File: src/rtl/tdm_demux_pkg.sv
// tdm_demux1x8 shared types: lane count, lane index type, FSM states.
// The optional dup_err output is enabled by TDM_DEMUX_DUP_ERR_EN.
package tdm_demux_pkg;
   localparam int LANES = 8;
   localparam int SEL_W = 3;
   typedef enum logic {FILL, HOLD} state_t;
   typedef logic [SEL_W-1:0] lane_sel_t;
endpackage

File: src/rtl/tdm_demux1x8_if.sv
// Beat-in / frame-out bundle of the tdm_demux1x8 receive demux.
interface tdm_demux1x8_if #(
   parameter int WIDTH = 1
);
   import tdm_demux_pkg::*;

   logic [WIDTH-1:0]       in_data;
   logic                   in_valid;
   logic                   in_ready;
   lane_sel_t              in_sel;
   logic                   sel_mode;
   logic [LANES*WIDTH-1:0] out_lanes;
   logic [LANES-1:0]       lane_valid;
   logic                   frame_valid;
   logic                   frame_ready;

   modport master (
      output in_data, in_valid, in_sel, sel_mode, frame_ready,
      input  in_ready, out_lanes, lane_valid, frame_valid
   );

   modport slave (
      input  in_data, in_valid, in_sel, sel_mode, frame_ready,
      output in_ready, out_lanes, lane_valid, frame_valid
   );
endinterface

File: src/rtl/tdm_demux1x8_dec3to8.sv
// One-hot lane write-enable decoder, gated by beat acceptance.
module dec3to8
   import tdm_demux_pkg::*;
(
   input  lane_sel_t        sel,
   input  logic             en,
   output logic [LANES-1:0] onehot
);
   always_comb begin
      onehot = '0;
      if (en) onehot[sel] = 1'b1;
   end
endmodule

File: src/rtl/tdm_demux1x8.sv
// Sequenced 1-to-8 demux: beats fill 8 lanes, frame handed off by valid/ready.
// Define TDM_DEMUX_DUP_ERR_EN to add the sticky dup_err output.
module tdm_demux1x8
   import tdm_demux_pkg::*;
#(
   parameter int WIDTH = 1
) (
   input  logic           clk,
   input  logic           rst,
   tdm_demux1x8_if.slave  bus
`ifdef TDM_DEMUX_DUP_ERR_EN
   ,
   output logic           dup_err
`endif
);
   state_t           state, state_nx;
   lane_sel_t        idx;
   lane_sel_t        lane;
   logic             mode_q;
   logic             mode_eff;
   logic             accept;
   logic             take;
   logic [LANES-1:0] we;
   logic [LANES-1:0] valid_q;
   logic [LANES-1:0] valid_nx;
   logic [WIDTH-1:0] lanes [LANES];

   assign bus.in_ready    = (state == FILL) && !rst;
   assign bus.frame_valid = (state == HOLD);
   assign bus.lane_valid  = valid_q;

   assign accept = bus.in_valid && bus.in_ready;
   assign take   = bus.frame_valid && bus.frame_ready;

   // Mode is only taken live on the first beat of a frame.
   assign mode_eff = (valid_q == '0) ? bus.sel_mode : mode_q;
   assign lane     = mode_eff ? bus.in_sel : idx;

   dec3to8 u_dec (
      .sel    (lane),
      .en     (accept),
      .onehot (we)
   );

   always_ff @(posedge clk) begin
      if (rst) state <= FILL;
      else     state <= state_nx;
   end

   always_comb begin
      state_nx = state;
      valid_nx = valid_q;
      unique case (state)
         FILL: begin
            valid_nx = valid_q | we;
            if (valid_nx == '1) state_nx = HOLD;
         end
         HOLD: begin
            if (bus.frame_ready) begin
               state_nx = FILL;
               valid_nx = '0;
            end
         end
         default: state_nx = FILL;
      endcase
   end

   always_ff @(posedge clk) begin
      if (rst) begin
         idx     <= '0;
         mode_q  <= 1'b0;
         valid_q <= '0;
         for (int k = 0; k < LANES; k++) lanes[k] <= '0;
      end else begin
         valid_q <= valid_nx;
         if (take)                     idx <= '0;
         else if (accept && !mode_eff) idx <= idx + 3'd1;
         if (accept && valid_q == '0) mode_q <= bus.sel_mode;
         for (int k = 0; k < LANES; k++)
            if (we[k]) lanes[k] <= bus.in_data;
      end
   end

   for (genvar k = 0; k < LANES; k++) begin : g_out
      assign bus.out_lanes[k*WIDTH +: WIDTH] = lanes[k];
   end

`ifdef TDM_DEMUX_DUP_ERR_EN
   always_ff @(posedge clk) begin
      if (rst)
         dup_err <= 1'b0;
      else if (accept && mode_eff && valid_q[lane])
         dup_err <= 1'b1;
   end
`endif
endmodule

File: src/flat_wrapper.sv
// flat-port wrapper written by rule: the top's interface ports become plain ports
module tdm_demux1x8_flat import tdm_demux_pkg::*;
#(
   parameter int WIDTH = 1
)
  (clk, rst, bus_in_data, bus_in_valid, bus_in_sel, bus_sel_mode, bus_frame_ready, bus_in_ready, bus_out_lanes, bus_lane_valid, bus_frame_valid);
  tdm_demux1x8_if #(.WIDTH(WIDTH)) bus_i ();
  input  logic clk;
  input  logic rst;
  input wire logic [$bits(bus_i.in_data)-1:0] bus_in_data;
  input wire logic [$bits(bus_i.in_valid)-1:0] bus_in_valid;
  input wire logic [$bits(bus_i.in_sel)-1:0] bus_in_sel;
  input wire logic [$bits(bus_i.sel_mode)-1:0] bus_sel_mode;
  input wire logic [$bits(bus_i.frame_ready)-1:0] bus_frame_ready;
  output wire logic [$bits(bus_i.in_ready)-1:0] bus_in_ready;
  output wire logic [$bits(bus_i.out_lanes)-1:0] bus_out_lanes;
  output wire logic [$bits(bus_i.lane_valid)-1:0] bus_lane_valid;
  output wire logic [$bits(bus_i.frame_valid)-1:0] bus_frame_valid;
  assign bus_i.in_data = bus_in_data;
  assign bus_i.in_valid = bus_in_valid;
  assign bus_i.in_sel = bus_in_sel;
  assign bus_i.sel_mode = bus_sel_mode;
  assign bus_i.frame_ready = bus_frame_ready;
  assign bus_in_ready = bus_i.in_ready;
  assign bus_out_lanes = bus_i.out_lanes;
  assign bus_lane_valid = bus_i.lane_valid;
  assign bus_frame_valid = bus_i.frame_valid;
  tdm_demux1x8 #(.WIDTH(WIDTH)) u_core (.clk(clk), .rst(rst), .bus(bus_i));
endmodule
File: config.mk
export PLATFORM = sky130hd
export DESIGN_NAME = tdm_demux1x8_flat
export DESIGN_NICKNAME = d
export VERILOG_FILES = /design/src/rtl/tdm_demux_pkg.sv /design/src/rtl/tdm_demux1x8_if.sv /design/src/rtl/tdm_demux1x8_dec3to8.sv /design/src/rtl/tdm_demux1x8.sv /design/src/flat_wrapper.sv
export SDC_FILE = /design/constraint.sdc
export NUM_CORES = 1
export LEC_CHECK = 0
export CAP_MARGIN = 40
export CELL_PAD_IN_SITES_DETAIL_PLACEMENT = 1
export CELL_PAD_IN_SITES_GLOBAL_PLACEMENT = 1
export CORE_UTILIZATION = 34
export DETAILED_ROUTE_END_ITERATION = 8
export GPL_TIMING_DRIVEN = 0
export PLACE_DENSITY = 0.77
export SYNTH_ARGS = -nofsm -noshare
export SYNTH_HDL_FRONTEND = slang
export SYNTH_SLANG_ARGS = --single-unit
File: constraint.sdc
create_clock -name clk -period 2.04 [get_ports clk]
set_input_delay 0.408 -clock clk [delete_from_list [all_inputs] [get_ports clk]]
set_output_delay 0.408 -clock clk [all_outputs]
set_load 0.005 [all_outputs]
# --- After elaboration in Yosys (flattened, before gate mapping) ---
# Memories as Yosys holds them, arrays and structs flattened.
# Index checks and enable logic that the tools add are counted.
word_totals:
  reg_bits: 13
  mem_bits_rw: 8
  in_bits: 9
  out_inout_bits: 18
  wordCells: 74
  memories: 1
classes:
  n_addsub: 1
  order_cmp: 2
  eq_ne: 2
  muxes: 44
  bitwise: 10
  n_reduce_logical: 10
mem_list:
  columns: ["memory", "depth", "word_bits", "read_ports", "rd_ports_with_merged_regs", "write_ports", "line", "rtl"]
  rows:
  - ["u_core.lanes", 8, 1, 8, 0, 8, "tdm_demux1x8.sv:26", "logic [WIDTH-1:0] lanes [LANES];"]
ops:
  columns: ["operator", "n"]
  rows:
  - ["$mux W1", 38]
  - ["$mux W8", 2]
  - ["$pmux W8 S2", 1]
  - ["$eq A8 B8 Y1 const B", 1]
  - ["$logic_not A8 Y1", 1]
  - ["$or A1 B1 Y1", 8]
  - ["$or A8 B8 Y8", 1]
  - ["$logic_and A1 B1 Y1", 6]
  - ["$lt A3 B4 Y1 const B", 1]
  - ["$add A3 B1 Y3 const B", 1]
  - ["$demux W1 S3", 1]
  - ["$ge A3 B1 Y1 const B", 1]
  - ["$mux W3", 1]
  - ["$logic_not A1 Y1", 2]
  - ["$ne A2 B2 Y1 const B", 1]
  - ["$pmux W1 S2", 1]
  - ["$reduce_or A2 Y1", 1]
  - ["$not A1 Y1", 1]

# --- Depth between registers and ports, before layout ---
# Gate-level depths: netlist of run 1.
logic_depth:
  ltp_word: 12
  ltp_mapped: 7
  depth_no_buf: 5

# --- By module ---
# Synthesis of run 1 repeated with hierarchy kept, for this count alone.
unflattened:
  hier_cells: 99
  area_unflattened_um2: 1069.8
by_module_without_submodules:
  columns: ["module", "n_inst", "cells_per_inst", "area_each_um2", "seq_area_each_um2"]
  rows:
  - ["tdm_demux1x8", 1, 91, 974.7, 500.5]
  - ["dec3to8", 1, 8, 95.1, 0.0]

# --- Worst setup path after synthesis of run 1 ---
# Ideal clock, no wire load.
synth_timing:
  kind: "reg-to-reg"
  from: "reg u_core.valid_q[7] (netlist: u_core.bus.lane_valid[7])"
  to: "mem u_core.lanes[0][0] (enable)"
  setup_time_ps: 289
  t_arrival_ps: 1699
  t_required_ps: 1751
  setup_slack_ps: 52
  path_stages_with_launch: 6
  path_buffers: 1
  period_less_slack_ps: 1988
  path_cell_list: "dfxtp_1 -> nor4_1 -> nand2_2 -> buf_4 -> o31ai_2 -> or2_2"
synth_lines:
  columns: ["element", "line", "rtl"]
  rows:
  - ["start, declared", "tdm_demux1x8.sv:24", "logic [LANES-1:0] valid_q;"]
  - ["start signal, assigned", "tdm_demux1x8.sv:75", "valid_q <= valid_nx;"]
  - ["end, declared", "tdm_demux1x8.sv:26", null]

==> results of run 1 <==
## sequential cells by signal, summed over array words and instances (netlist names)
register,flops
u_core.bus.lane_valid,8
u_core.lanes,8
u_core.mode_q,1
u_core.bus.frame_valid,1
u_core.idx,3
## where the power goes
group	total [W]	internal [W]	switching, W
clock network	0.000278	0.000139	0.000139
logic	0.000549	0.000279	0.000270
registers	0.000516	0.000473	0.0000435
total	0.00134	0.000891	0.000453
## metrics by stage
stage / setup slack [ns] / hold WS (ns) / power, W / setup TNS, ns / cells
after floorplan: 0.0523 / 0.463 / 0.000821 / 0 / 144
after global placement: -0.528 / 0.466 / 0.000974 / -7.04 / 218
after detailed placement: -0.560 / 0.475 / 0.00100 / -7.89 / 220
after CTS: -0.00562 / 0.502 / 0.00131 / -0.00562 / 225
after global routing: -0.0387 / 0.547 / 0.00142 / -0.0449 / 226
final: 0.0591 / 0.520 / 0.00134 / 0 / 226
## layout make-up
| class | count | area, um2 | area share [%] |
|---|---|---|---|
| multi-input combinational | 114 | 825 | 46.2 |
| clock buffer | 4 | 45.0 | 2.53 |
| sequential | 21 | 500 | 28.1 |
| timing repair buffer | 30 | 285 | 16.0 |
| buffer | 9 | 67.6 | 3.79 |
| tap | 48 | 60.1 | 3.37 |
## layer usage
metal | vias to the layer above | share of wire [%]
met5 | - | 0
met2 | 26 | 50
met4 | 0 | 1.2
li1 | 590 | -
met3 | 5 | 2.7
met1 | 595 | 46
## timing repair
action	in CTS	in global routing
setup buffers	1	1
setup endpoints to repair	17	5
resized for setup	20	5
pin swaps	1	4
## critical path, stage by stage
cell and delay [ns]:
clkdlybuf4s50_1 0.48, buf_4 0.18, mux2i_4 0.32, nand2_1 0.16, o31ai_4 0.27, or2_2 0.15
## Yosys cell counts (2+ instances only)
cell	n
a21o_1	8
nand2_1	16
or2_2	5
a211oi_1	3
nand2b_1	4
nor2b_1	3
o21ai_0	4
or3b_1	2
nor2_1	8
or3b_2	2
dfxtp_1	13
a31oi_1	6
buf_6	2
and3_1	3
edfxtp_1	8
and2_1	5
nor4_1	2
nand4_1	2
nor3b_1	2
nand3b_1	5
buf_4	2
buf_2	4
nor3_1	2
mux2i_1	3
o31ai_2	2
xor2_1	2
a21oi_1	3
nand3_1	8
## worst min path at each step
| stage | from | endpoint | slack, ns | cells past startpoint |
|---|---|---|---|---|
| 5_1_grt | u_core.bus.lane_valid[3]$_SDFFE_PP0P_ | u_core.bus.lane_valid[3]$_SDFFE_PP0P_ | 0.55 | 2 |
| 3_3_place_gp | u_core.bus.lane_valid[3]$_SDFFE_PP0P_ | u_core.bus.lane_valid[3]$_SDFFE_PP0P_ | 0.47 | 2 |
| 2_1_floorplan | u_core.bus.lane_valid[5]$_SDFFE_PP0P_ | u_core.bus.lane_valid[5]$_SDFFE_PP0P_ | 0.46 | 2 |
| 3_5_place_dp | u_core.bus.lane_valid[3]$_SDFFE_PP0P_ | u_core.bus.lane_valid[3]$_SDFFE_PP0P_ | 0.48 | 2 |
| 4_1_cts | u_core.bus.lane_valid[3]$_SDFFE_PP0P_ | u_core.bus.lane_valid[3]$_SDFFE_PP0P_ | 0.50 | 2 |
| 6_report | u_core.bus.lane_valid[3]$_SDFFE_PP0P_ | u_core.bus.lane_valid[3]$_SDFFE_PP0P_ | 0.52 | 2 |
## cell families after synthesis
| group | after synthesis | synth area share (%) |
|---|---|---|
| AND/OR/NAND/NOR | 75 | 33.7 |
| AO/OA/AOI/OAI | 32 | 17.7 |
| flip-flops | 21 | 38.5 |
| buffers and inverters | 9 | 4.71 |
| multiplexers | 4 | 3.17 |
| XOR/XNOR | 2 | 1.35 |
| adder cells (fa/ha/maj) | 1 | 0.961 |
==> impl_metrics.json, run 1 <==
{
  "status": "finished, final reports clean",
  "synth_seq_cells": 21,
  "clk_pin_slew_ns": 0.08,
  "cts_hold_buf": 0,
  "slew_headroom_pct": 53.7,
  "dieWidth_um": 63.9,
  "htreeDepth": 1,
  "use_met3_pct": 2.14,
  "wl_per_cell_um": 15.8,
  "synth_area_mm2": 0.00130,
  "use_met2_pct": 34.3,
  "rsz0062_at_grt": "true",
  "cts_sinks": 21,
  "die-height_um": 63.9,
  "firstDrtPassIters": 4,
  "synth_nets": 154,
  "routed_wl_um": 3570,
  "synthCells": 144,
  "clock_path_buffers": 2,
  "clk_latency_ns": 0.27,
  "ant_nets": 0,
  "hold_violations": 0,
  "irDropWorstVdd_mv": 0.332,
  "leakagePower_nw": 0.745,
  "slew_violations": 0,
  "cts_buffers": 3,
  "start_util_pct": 35.5,
  "setup.worst_path.end": "u_core.lanes[0][0]$_SDFFCE_PN0P_",
  "place_congestion": 0.836,
  "final_common_cell": "clkdlybuf4s50_1",
  "top_usage_layer": "met2",
  "mostFrequentLayoutCells": "clkdlybuf4s50_1, nand2_1, dfxtp_1",
  "fin_nets": 189,
  "tightest_slew_ns": 0.694,
  "drive_above_1_share_pct": 22.5,
  "fillers": 426,
  "grtUsageMet1_pct": 24.0,
  "hold_path.class": "flop to flop",
  "antenna_found_initial": 0,
  "rr_worst_depth": 6,
  "crit_required_ns": 2.03,
  "route.detailed.drc": 0,
  "track_usage_pct": 19.2,
  "drt-initial-drc-count": 40,
  "numPortBuffers": 26,
  "crit_type": "primary input to flop",
  "io_pins": 27,
  "grt_pass1_vias": 1283,
  "ys_top_cells_by_area": "dfxtp_1, edfxtp_1, a21o_1",
  "worstSetupEndpointType": "flop",
  "coreArea_mm2": 0.00366,
  "fin_skew_ns": 0.00415,
  "regToRegEndpoint": "u_core.bus.frame_valid$_SDFF_PP0_",
  "grt_first_pass_wirelength_um": 6050,
  "hpwl_um": 2800,
  "critPathLaunchType": "primary input",
  "grt_max_degree": 12,
  "rrSetupSlack_ns": 0.10,
  "dpl_cell_area_mm2": 0.00164,
  "routed_via_density": 5.38,
  "via_count": 1216,
  "die_area_mm2": 0.00408,
  "synth_edf_count": 8,
  "final_area_mm2": 0.00178,
  "root_buffer": "clkbuf_8",
  "max_freq_mhz": 505,
  "utilization_pct": 48.7,
  "yosys.area.top_type": "dfxtp_1",
  "regToRegStartpoint": "u_core.mode_q$_SDFFE_PP0P_",
  "seq_area_frac_synth_pct": 38.5,
  "num_antenna_cells": 0,
  "rows": 22,
  "finalSetupViolCount": 0,
  "maxCapViolations": 0,
  "async_flop_share_pct": 0,
  "fin_crit_sh_pct": 97.1,
  "syn2layout_area_growth_pct": 37.0,
  "power_density_mw_per_mm2": 754,
  "synth-main-ff-cell": "dfxtp_1",
  "tritoncts": "yes",
  "syn_area_per_cell_um2": 9.04,
  "yosysWarnings": 0,
  "arrival_ns": 1.97,
  "ys_types": 43,
  "synth_top_area_share_pct": 20.0,
  "grt_overflow": 0,
  "startpoint": "bus_sel_mode",
  "cp_max_fo": 10,
  "min_period_ns": 1.98
}
Note: power is estimated with default switching activity, not from simulation.
==> run 2: changes to the inputs <==
--- a/config.mk
+++ b/config.mk
@@ -12,6 +12,7 @@
 export DETAILED_ROUTE_END_ITERATION = 8
 export GPL_TIMING_DRIVEN = 0
 export PLACE_DENSITY = 0.77
+export SLEW_MARGIN = 20
 export SYNTH_ARGS = -nofsm -noshare
 export SYNTH_HDL_FRONTEND = slang
 export SYNTH_SLANG_ARGS = --single-unit
==> results of run 2 <==
Final layout, timing and power as in run 1 (identical DEF).
==> run 3: changes to the inputs <==
--- a/config.mk
+++ b/config.mk
@@ -8,6 +8,7 @@
 export CAP_MARGIN = 40
 export CELL_PAD_IN_SITES_DETAIL_PLACEMENT = 1
 export CELL_PAD_IN_SITES_GLOBAL_PLACEMENT = 1
+export CORE_MARGIN = 4
 export CORE_UTILIZATION = 34
 export DETAILED_ROUTE_END_ITERATION = 8
 export GPL_TIMING_DRIVEN = 0
==> impl_metrics.json, run 3 (synthesis gave the netlist of run 1 again) <==
{
  "wl_per_cell_um": 16.5,
  "crit_type": "primary input to flop",
  "tightest_slew_ns": 0.778,
  "place_congestion": 0.927,
  "hp-start": "u_core.bus.lane_valid[3]$_SDFFE_PP0P_",
  "placed_cells": 220,
  "root_buffer": "clkbuf_8",
  "cp_max_fo": 10,
  "drive_above_1_share_pct": 26.0,
  "status": "finished, final reports clean",
  "grt_pass1_vias": 1286,
  "irDropWorstVdd_mv": 0.256,
  "fin_nets": 192,
  "max_freq_mhz": 506,
  "num_antenna_cells": 0,
  "antenna_found_initial": 0,
  "finalSetupViolCount": 0,
  "final_common_cell": "clkdlybuf4s50_1",
  "arrival_ns": 2.00,
  "worstSetupEndpointType": "flop",
  "dieWidth_um": 69.9,
  "cts_buffers": 3,
  "mostFrequentLayoutCells": "clkdlybuf4s50_1, nand2_1, dfxtp_1",
  "routed_wl_um": 3780,
  "die-height_um": 69.9,
  "crit_required_ns": 2.07,
  "final_area_mm2": 0.00184,
  "die_area_mm2": 0.00488,
  "slew_headroom_pct": 48.1,
  "htreeDepth": 1,
  "numPortBuffers": 26,
  "cts_hold_buf": 0,
  "hold_path.class": "flop to flop",
  "hpwl_um": 2890,
  "route.detailed.drc": 0,
  "rows": 22,
  "tns_ns": 0,
  "io_pins": 27,
  "instances_no_fill": 229,
  "grt_max_degree": 12,
  "track_usage_pct": 16.0,
  "drt-initial-drc-count": 55,
  "worst_slack_ns": 0.0634,
  "clock_path_buffers": 2,
  "fillers": 442,
  "hold_violations": 0,
  "startpoint": "bus_sel_mode",
  "leakagePower_nw": 0.774,
  "dpl_cell_area_mm2": 0.00164,
  "critPathLaunchType": "primary input",
  "power_density_mw_per_mm2": 737,
  "regToRegStartpoint": "u_core.mode_q$_SDFFE_PP0P_",
  "clk_pin_slew_ns": 0.08,
  "fin_skew_ns": 0.00119,
  "maxCapViolations": 0,
  "firstDrtPassIters": 4,
  "via_count": 1251,
  "clk_latency_ns": 0.26,
  "grt_overflow": 0,
  "syn2layout_area_growth_pct": 41.3,
  "slew_violations": 0,
  "tritoncts": "yes",
  "coreArea_mm2": 0.00369,
  "utilization_pct": 49.9,
  "routed_via_density": 5.46,
  "cts_sinks": 21,
  "grt_first_pass_wirelength_um": 6240,
  "min_period_ns": 1.98,
  "start_util_pct": 35.3,
  "ant_nets": 0,
  "pre_cts_slack_ns": -0.597,
  "fin_crit_sh_pct": 96.9
}
==> run 3: critical path: stages <==
cell	delay, ns
clkdlybuf4s50_1	0.49
buf_6	0.16
nor3_1	0.06
a21oi_1	0.43
o21ai_2	0.16
or2_2	0.30
==> run 3: layer usage <==
metal	part of all wire, %	wire [um]	global-route usage (%)
met3	3.7	141	2.73
met2	51	1930	28.3
met1	44	1660	19.1
met4	1.4	53	5.96
met5	0	0	0
==> run 3: timing repair <==
item,4_1_cts,5_1_grt
endpoints found under the setup margin,17,8
pin swaps,4,3
gates resized for setup,17,18
buffers inserted,2,3
==> run 3: power by group <==
group          switching, W  internal [W]
Combinational      0.000280      0.000285
Clock              0.000137      0.000139
Sequential        0.0000429      0.000473
Total              0.000459      0.000897
==> run 3: area by class of cell <==
class	instances	area (um2)	share of cell area, %
clock buffers	4	45.0	2.45
repair buffers	33	318	17.3
plain buffers	9	83.8	4.56
multi-input cells	114	832	45.2
well taps	48	60.1	3.27
flip-flops and latches	21	500	27.2
==> run 3: final timing paths <==
kind | to | slack [ns] | depth (start not counted)
worst max register to register | u_core.bus.frame_valid$_SDFF_PP0_ | 0.07 | 6
worst max-delay path | u_core.lanes[0][1]$_SDFFCE_PN0P_ | 0.06 | 6
worst min register to register | u_core.bus.lane_valid[3]$_SDFFE_PP0P_ | 0.50 | 2
worst min-delay path | u_core.bus.lane_valid[3]$_SDFFE_PP0P_ | 0.50 | 2
==> run 3: through the flow <==
step / power (W) / hold slack (ns)
2_1_floorplan: 0.000821 / 0.463
3_3_place_gp: 0.000971 / 0.468
3_5_place_dp: 0.00100 / 0.484
4_1_cts: 0.00132 / 0.494
5_1_grt: 0.00144 / 0.518
6_report: 0.00136 / 0.500
